==> src/rtl/wam_pkg.sv <==
// Shared constants and helpers for the whack-a-mole generator.
package wam_pkg;

  localparam int unsigned LfsrW = 8;
  // Feedback mask applied when the MSB shifts out (bits 0, 4, 5, 6).
  localparam logic [LfsrW-1:0] LfsrPoly = 8'h71;

  function automatic int unsigned hole_idx_w(input int unsigned n);
    return (n > 1) ? $clog2(n) : 1;
  endfunction

  function automatic logic [31:0] sat_add(input logic [31:0] a, input logic [31:0] b,
                                          input logic [31:0] max);
    logic [32:0] sum;
    sum = {1'b0, a} + {1'b0, b};
    return (sum > {1'b0, max}) ? max : sum[31:0];
  endfunction

  function automatic logic [5:0] popcnt32(input logic [31:0] v);
    logic [5:0] cnt;
    cnt = '0;
    for (int i = 0; i < 32; i++) begin
      cnt = cnt + {5'd0, v[i]};
    end
    return cnt;
  endfunction

endpackage

==> src/rtl/wam_lfsr.sv <==
// 8-bit Galois LFSR spawn source; advances only when adv is high.
module wam_lfsr
  import wam_pkg::*;
(
  input  logic             clk,
  input  logic             clr_n,
  input  logic             adv,
  input  logic [LfsrW-1:0] seed,
  output logic [LfsrW-1:0] num
);

  logic [LfsrW-1:0] state_q, state_d;

  always_comb begin
    state_d = state_q;
    if (adv) begin
      state_d = {state_q[LfsrW-2:0], 1'b0} ^ (state_q[LfsrW-1] ? LfsrPoly : '0);
    end
  end

  always_ff @(posedge clk) begin
    if (!clr_n) begin
      // All-zero is a lock-up state, so a zero seed is replaced by 1.
      state_q <= (seed == '0) ? LfsrW'(1) : seed;
    end else begin
      state_q <= state_d;
    end
  end

  assign num = state_q;

endmodule

==> src/rtl/wam_gen_n.sv <==
// Mole lifecycle controller: tick prescaler, per-hole life counters, spawn cap and
// saturating hit/miss/escape scoring.
module wam_gen_n
  import wam_pkg::*;
#(
  parameter int unsigned N_HOLES  = 8,
  parameter int unsigned LIFE_W   = 4,
  parameter int unsigned TICK_DIV = 8,
  parameter int unsigned MAX_LIVE = 8,
  parameter int unsigned SCORE_W  = 10
) (
  input  logic               clk,
  input  logic               clr_n,
  input  logic               run,
  input  logic [7:0]         seed,
  input  logic [N_HOLES-1:0] hit,
  input  logic [LIFE_W-1:0]  age,
  input  logic [7:0]         rto,
  output logic [N_HOLES-1:0] holes,
  output logic               hit_pls,
  output logic               miss_pls,
  output logic               esc_pls,
  output logic [SCORE_W-1:0] n_hit,
  output logic [SCORE_W-1:0] n_miss,
  output logic [SCORE_W-1:0] n_esc
);

  localparam int unsigned IdxW = hole_idx_w(N_HOLES);
  localparam int unsigned CntW = hole_idx_w(TICK_DIV);
  localparam logic [31:0] ScoreMax = 32'((64'd1 << SCORE_W) - 64'd1);

  logic [CntW-1:0]                cnt_q, cnt_d;
  logic [IdxW-1:0]                ptr_q, ptr_d;
  logic [N_HOLES-1:0]             holes_q, holes_d;
  logic [N_HOLES-1:0][LIFE_W-1:0] life_q, life_d;
  logic                           hit_pls_q, hit_pls_d;
  logic                           miss_pls_q, miss_pls_d;
  logic                           esc_pls_q, esc_pls_d;
  logic [SCORE_W-1:0]             n_hit_q, n_hit_d;
  logic [SCORE_W-1:0]             n_miss_q, n_miss_d;
  logic [SCORE_W-1:0]             n_esc_q, n_esc_d;

  logic                           tick;
  logic                           spawn_ok;
  logic [5:0]                     live;
  logic [LfsrW-1:0]               rnum;
  logic [N_HOLES-1:0]             hit_ev, miss_ev, esc_ev;

  assign tick     = run && (cnt_q == CntW'(TICK_DIV - 1));
  assign live     = popcnt32(32'(holes_q));
  assign spawn_ok = tick && (rnum < rto) && (32'(live) < MAX_LIVE);

  wam_lfsr u_lfsr (
    .clk   (clk),
    .clr_n (clr_n),
    .adv   (tick),
    .seed  (seed),
    .num   (rnum)
  );

  always_comb begin
    cnt_d = cnt_q;
    ptr_d = ptr_q;
    if (run) begin
      cnt_d = tick ? '0 : cnt_q + CntW'(1);
    end
    if (tick) begin
      ptr_d = (ptr_q == IdxW'(N_HOLES - 1)) ? '0 : ptr_q + IdxW'(1);
    end
  end

  // Every decision below reads only pre-update state; the spawn pointer can match one hole only.
  always_comb begin
    holes_d = holes_q;
    life_d  = life_q;
    hit_ev  = '0;
    miss_ev = '0;
    esc_ev  = '0;
    if (run) begin
      for (int unsigned i = 0; i < N_HOLES; i++) begin
        if (hit[i] && holes_q[i]) begin
          holes_d[i] = 1'b0;
          life_d[i]  = '0;
          hit_ev[i]  = 1'b1;
        end else if (hit[i]) begin
          miss_ev[i] = 1'b1;
        end else if (tick && holes_q[i]) begin
          if (life_q[i] >= age) begin
            holes_d[i] = 1'b0;
            life_d[i]  = '0;
            esc_ev[i]  = 1'b1;
          end else begin
            life_d[i] = life_q[i] + LIFE_W'(1);
          end
        end else if (spawn_ok && (ptr_q == IdxW'(i))) begin
          holes_d[i] = 1'b1;
          life_d[i]  = LIFE_W'(1);
        end
      end
    end
  end

  always_comb begin
    hit_pls_d  = |hit_ev;
    miss_pls_d = |miss_ev;
    esc_pls_d  = |esc_ev;
    n_hit_d    = SCORE_W'(sat_add(32'(n_hit_q), 32'(popcnt32(32'(hit_ev))), ScoreMax));
    n_miss_d   = SCORE_W'(sat_add(32'(n_miss_q), 32'(popcnt32(32'(miss_ev))), ScoreMax));
    n_esc_d    = SCORE_W'(sat_add(32'(n_esc_q), 32'(popcnt32(32'(esc_ev))), ScoreMax));
  end

  always_ff @(posedge clk) begin
    if (!clr_n) begin
      cnt_q      <= '0;
      ptr_q      <= '0;
      holes_q    <= '0;
      life_q     <= '0;
      hit_pls_q  <= 1'b0;
      miss_pls_q <= 1'b0;
      esc_pls_q  <= 1'b0;
      n_hit_q    <= '0;
      n_miss_q   <= '0;
      n_esc_q    <= '0;
    end else begin
      cnt_q      <= cnt_d;
      ptr_q      <= ptr_d;
      holes_q    <= holes_d;
      life_q     <= life_d;
      hit_pls_q  <= hit_pls_d;
      miss_pls_q <= miss_pls_d;
      esc_pls_q  <= esc_pls_d;
      n_hit_q    <= n_hit_d;
      n_miss_q   <= n_miss_d;
      n_esc_q    <= n_esc_d;
    end
  end

  assign holes    = holes_q;
  assign hit_pls  = hit_pls_q;
  assign miss_pls = miss_pls_q;
  assign esc_pls  = esc_pls_q;
  assign n_hit    = n_hit_q;
  assign n_miss   = n_miss_q;
  assign n_esc    = n_esc_q;

endmodule

==> config.mk <==
export PLATFORM = sky130hd
export DESIGN_NAME = wam_gen_n
export DESIGN_NICKNAME = d
export VERILOG_FILES = /design/src/rtl/wam_pkg.sv /design/src/rtl/wam_lfsr.sv /design/src/rtl/wam_gen_n.sv
export SDC_FILE = /design/constraint.sdc
export NUM_CORES = 1
export LEC_CHECK = 0
export ABC_AREA = 0
export BUFFER_PORTS_ARGS = -buffer_cell sky130_fd_sc_hd__clkbuf_2
export CAP_MARGIN = 20
export CORE_MARGIN = 2
export CORE_UTILIZATION = 30
export DETAILED_ROUTE_END_ITERATION = 10
export SETUP_SLACK_MARGIN = 0.02
export SLEW_MARGIN = 0
export SYNTH_ARGS = -nofsm -noshare
export SYNTH_HDL_FRONTEND = slang
export SYNTH_SLANG_ARGS = --single-unit
==> constraint.sdc <==
create_clock -name clk -period 6.2 [get_ports clk]
set_clock_uncertainty 0.1 [all_clocks]
set_input_delay 0.31 -clock clk [delete_from_list [all_inputs] [get_ports clk]]
set_output_delay 0.31 -clock clk [all_outputs]
set_load 0.02 [all_outputs]
==> summary.txt <==
Run status
  • Outcome: finished, final reports clean

STA
  • Relative slew slack: 44.16%
  • Setup total negative slack: 0 ps
  • Worst Tran Pin Value: 830.0 ps
  • RSZ-0062 raised after global routing: no
  • Max frequency: 192.8 MHz
  • Final setup vio count: 0
  • Final slew viol count: 0
  • Final hold violations: 0
  • Final worst path period need: 5186 ps
  • Share of the clock period used by the worst path: 83.65%

Global route
  • Largest net degree at the start of global routing: 66
  • Initial antenna violation count: 0
  • Met3 Track Usage GR: 4.313%
  • Total track usage: 15.07%
  • GR Util met2: 22.79%
  • Total grt overflow: 0
  • Vias in the first global route: 4949
  • Gr busiest metal: met2
  • M1 GR Usage: 20.72%
  • First-pass GRT wire length: 25900 um

Power and ir drop
  • VDD IR max: 0.1216 mV
  • Total power: 1.461 mW
  • LEAKAGE: 3.053 nW
  • Power Density: 205.8 nW/um^2

Clock network
  • Clock Sinks: 87
  • H-tree levels: 3
  • Post-CTS Resized: 0
  • Hold buffer count at cts: 0
  • CTS Buf Count: 9
  • Clock Tree Buf Depth: 2
  • # Post-CTS Setup Buffers: 0
  • Clock slew at the register clock pins of the worst setup and hold paths: 70 ps
  • CTS tree: built
  • Worst skew pair latency: 360 ps
  • CTS Root Cell: clkbuf_16

Worst setup path
  • CP startpoint kind: flop
  • CP Capture Type: flop
  • Slowest cell on crit path: fa_1
  • CP max stage delay: 530 ps
  • CP cell instances: inv_1 -> ha_1 -> nand2b_1 -> a2111o_1 -> and2_1 -> nand2_1 -> nor3_1 -> fa_1 -> inv_1 -> fa_1 -> inv_1 -> fa_1 -> fa_1 -> inv_1 -> fa_1 -> nor2b_1 -> o21a_1 -> o21ai_0 -> nor2_1 -> o21a_1
  • Critical Path AT: 5330 ps
  • Crit path buf inv count: 4
  • Delay-heaviest family, CP: adder cells
  • R2R setup slack: 1010 ps
  • CP Max Fanout: 5
  • Kind of critical path: flop to flop
  • Worst Path Required: 6340 ps
  • Crit path top cell by count: fa_1

Floorplan
  • Die width: 146.6 um
  • Num rows: 52
  • Die height: 146.6 um
  • IO Count: 72
  • Die ar.: 21500 sq um
  • Initial core utilization: 30.36%
  • Core box area: 20100 sq um

Yosys
  • Syn Inst Count: 677
  • Synth area leader: dfxtp_1
  • Mapped Area: 6103 sq um
  • Top cells by area, synth: dfxtp_1 26%, ha_1 15%, fa_1 5.9%, edfxtp_1 3.9%, inv_1 3.3%
  • Syn nets: 801
  • Top-area cell type share of the netlist area: 25.91%
  • Post-synth EDFFs: 8
  • Synth cell types: 69
  • Yosys Warn Count: 0
  • Ys async rst share: 0%
  • Register area share after synthesis: 29.85%
  • Synth Flop Type: dfxtp_1
  • Synthesized flop and latch total: 87
  • Avg Cell Area, Syn: 9.015 sq um

Finish
  • Fin util: 35.30%
  • Nets: 869
  • Ant diodes: 0
  • Final cell count without fillers: 1020
  • Filler instances: 2037
  • Layout cells sized above 1: 15.87%
  • Most frequent cells in the layout: 79 x dfxtp_1, 75 x ha_1, 71 x clkbuf_2
  • Design area: 7097 sq um
  • Commonest non-fill, non-tap cell in the layout: dfxtp_1
  • Area Growth Syn to Fin: 16.28%

Flow run
  • Max-cap viol count: 0

Routing
  • Antenna-violating nets left: 0
  • DR vias: 5234
  • Final WL: 15890 um
  • Routed len/inst: 15.58 um
  • Initial DRC count: 249
  • Vias/cell: 5.131
  • First drt pass iteration count: 5
  • Drc violations: 0

Hold path
  • HP Class: input port to flop

Place
  • Placed Instances: 1004
  • Post-DP HPWL: 12210 um
  • GP Congestion: 0.8263
  • I/O Buffers: 71
  • Placed inst area: 6753 sq um
[area by class of cell]
cell class	instances	area [sq um]	area share, %
flip-flops and latches	87	1822	25.67
multi-input cells	517	3998	56.33
well taps	270	337.8	4.760
clock buffers	9	225.2	3.173
repair buffers	76	392.9	5.536
clock inverters	7	118.9	1.675
inverters	54	202.7	2.856
[where the power goes]
group / switching [mW] / internal (mW) / total (mW)
registers: 0.0117 / 0.585 / 0.597
logic: 0.132 / 0.0936 / 0.226
clock network: 0.242 / 0.395 / 0.638
total: 0.386 / 1.07 / 1.46
[path summary, 6_finish.rpt]
| kind | to | depth (start not counted) | from |
|---|---|---|---|
| hold reg to reg | life_q[27]$_SDFFE_PN0P_ | 1 | life_q[27]$_SDFFE_PN0P_ |
| setup reg to reg | n_esc[4]$_SDFF_PN0_ | 20 | life_q[0]$_SDFFE_PN0P_ |
| hold / removal | u_lfsr.num[2]$_DFFE_PP_ | 2 | seed[2] |
| setup / recovery | n_esc[4]$_SDFF_PN0_ | 20 | life_q[0]$_SDFFE_PN0P_ |
[synthesized netlist by cell type, drive strengths merged (5+ instances only)]
| cell type | count |
|---|---|
| nand3 | 36 |
| dfxtp | 79 |
| xor2 | 6 |
| o21a | 13 |
| nand2b | 17 |
| a211oi | 6 |
| ha | 75 |
| nand3b | 7 |
| o211ai | 9 |
| nor3 | 19 |
| nor2b | 9 |
| o221a | 9 |
| a2111o | 5 |
| clkbuf | 13 |
| o21ai | 33 |
| or2 | 5 |
| xnor2 | 11 |
| and2 | 10 |
| nand2 | 43 |
| inv | 54 |
| fa | 18 |
| edfxtp | 8 |
| a311oi | 9 |
| o211a | 5 |
| and3 | 6 |
| a31oi | 8 |
| a21oi | 39 |
| nor2 | 42 |
| buf | 6 |
[stage by stage]
step / setup slack (ps) / hold slack, ps
2_1_floorplan: 1365 / 354.9
3_3_place_gp: 961.2 / 375.6
3_5_place_dp: 876.8 / 377.9
4_1_cts: 1008 / 158.3
5_1_grt: 682.0 / 167.5
6_report: 1014 / 171.8
[per-layer routing]
layer,part of all wire [%],vias to the layer above
met3,5.4,14
met1,49,2479
met2,43,106
met5,0,-
li1,-,2635
met4,1.7,0
[sequential cells by signal, summed over array words and instances (netlist names)]
register	flops
u_lfsr.num	8
miss_pls	1
ptr_q	3
esc_pls	1
holes	8
n_esc	10
n_miss	10
life_q	32
cnt_q	3
n_hit	10
hit_pls	1
[worst register-to-register path: stages (launching register included)]
cell and delay [ps]:
dfxtp_1 400, inv_1 60, ha_1 260, nand2b_1 140, a2111o_1 420, and2_1 170, nand2_1 70, nor3_1 60
fa_1 510, inv_1 50, fa_1 530, inv_1 60, fa_1 500, fa_1 450, inv_1 80, fa_1 200
nor2b_1 60, o21a_1 200, o21ai_0 360, nor2_1 180, o21a_1 210
[kinds of logic (layout without fill, tap and decap cells)]
logic type / count (synthesis) / in the layout / share of synthesized area, %
DFF: 87 / 87 / 29.85
and+or+nand+nor: 221 / 221 / 19.02
AOI/OAI and AO/OA: 181 / 181 / 21.85
buffers and inverters: 73 / 146 / 4.654
xor gates and xnor gates: 17 / 17 / 2.439
adders and majority gates: 93 / 93 / 21.28
muxes: 5 / 5 / 0.9020
Note: power is estimated with default switching activity, not from simulation.
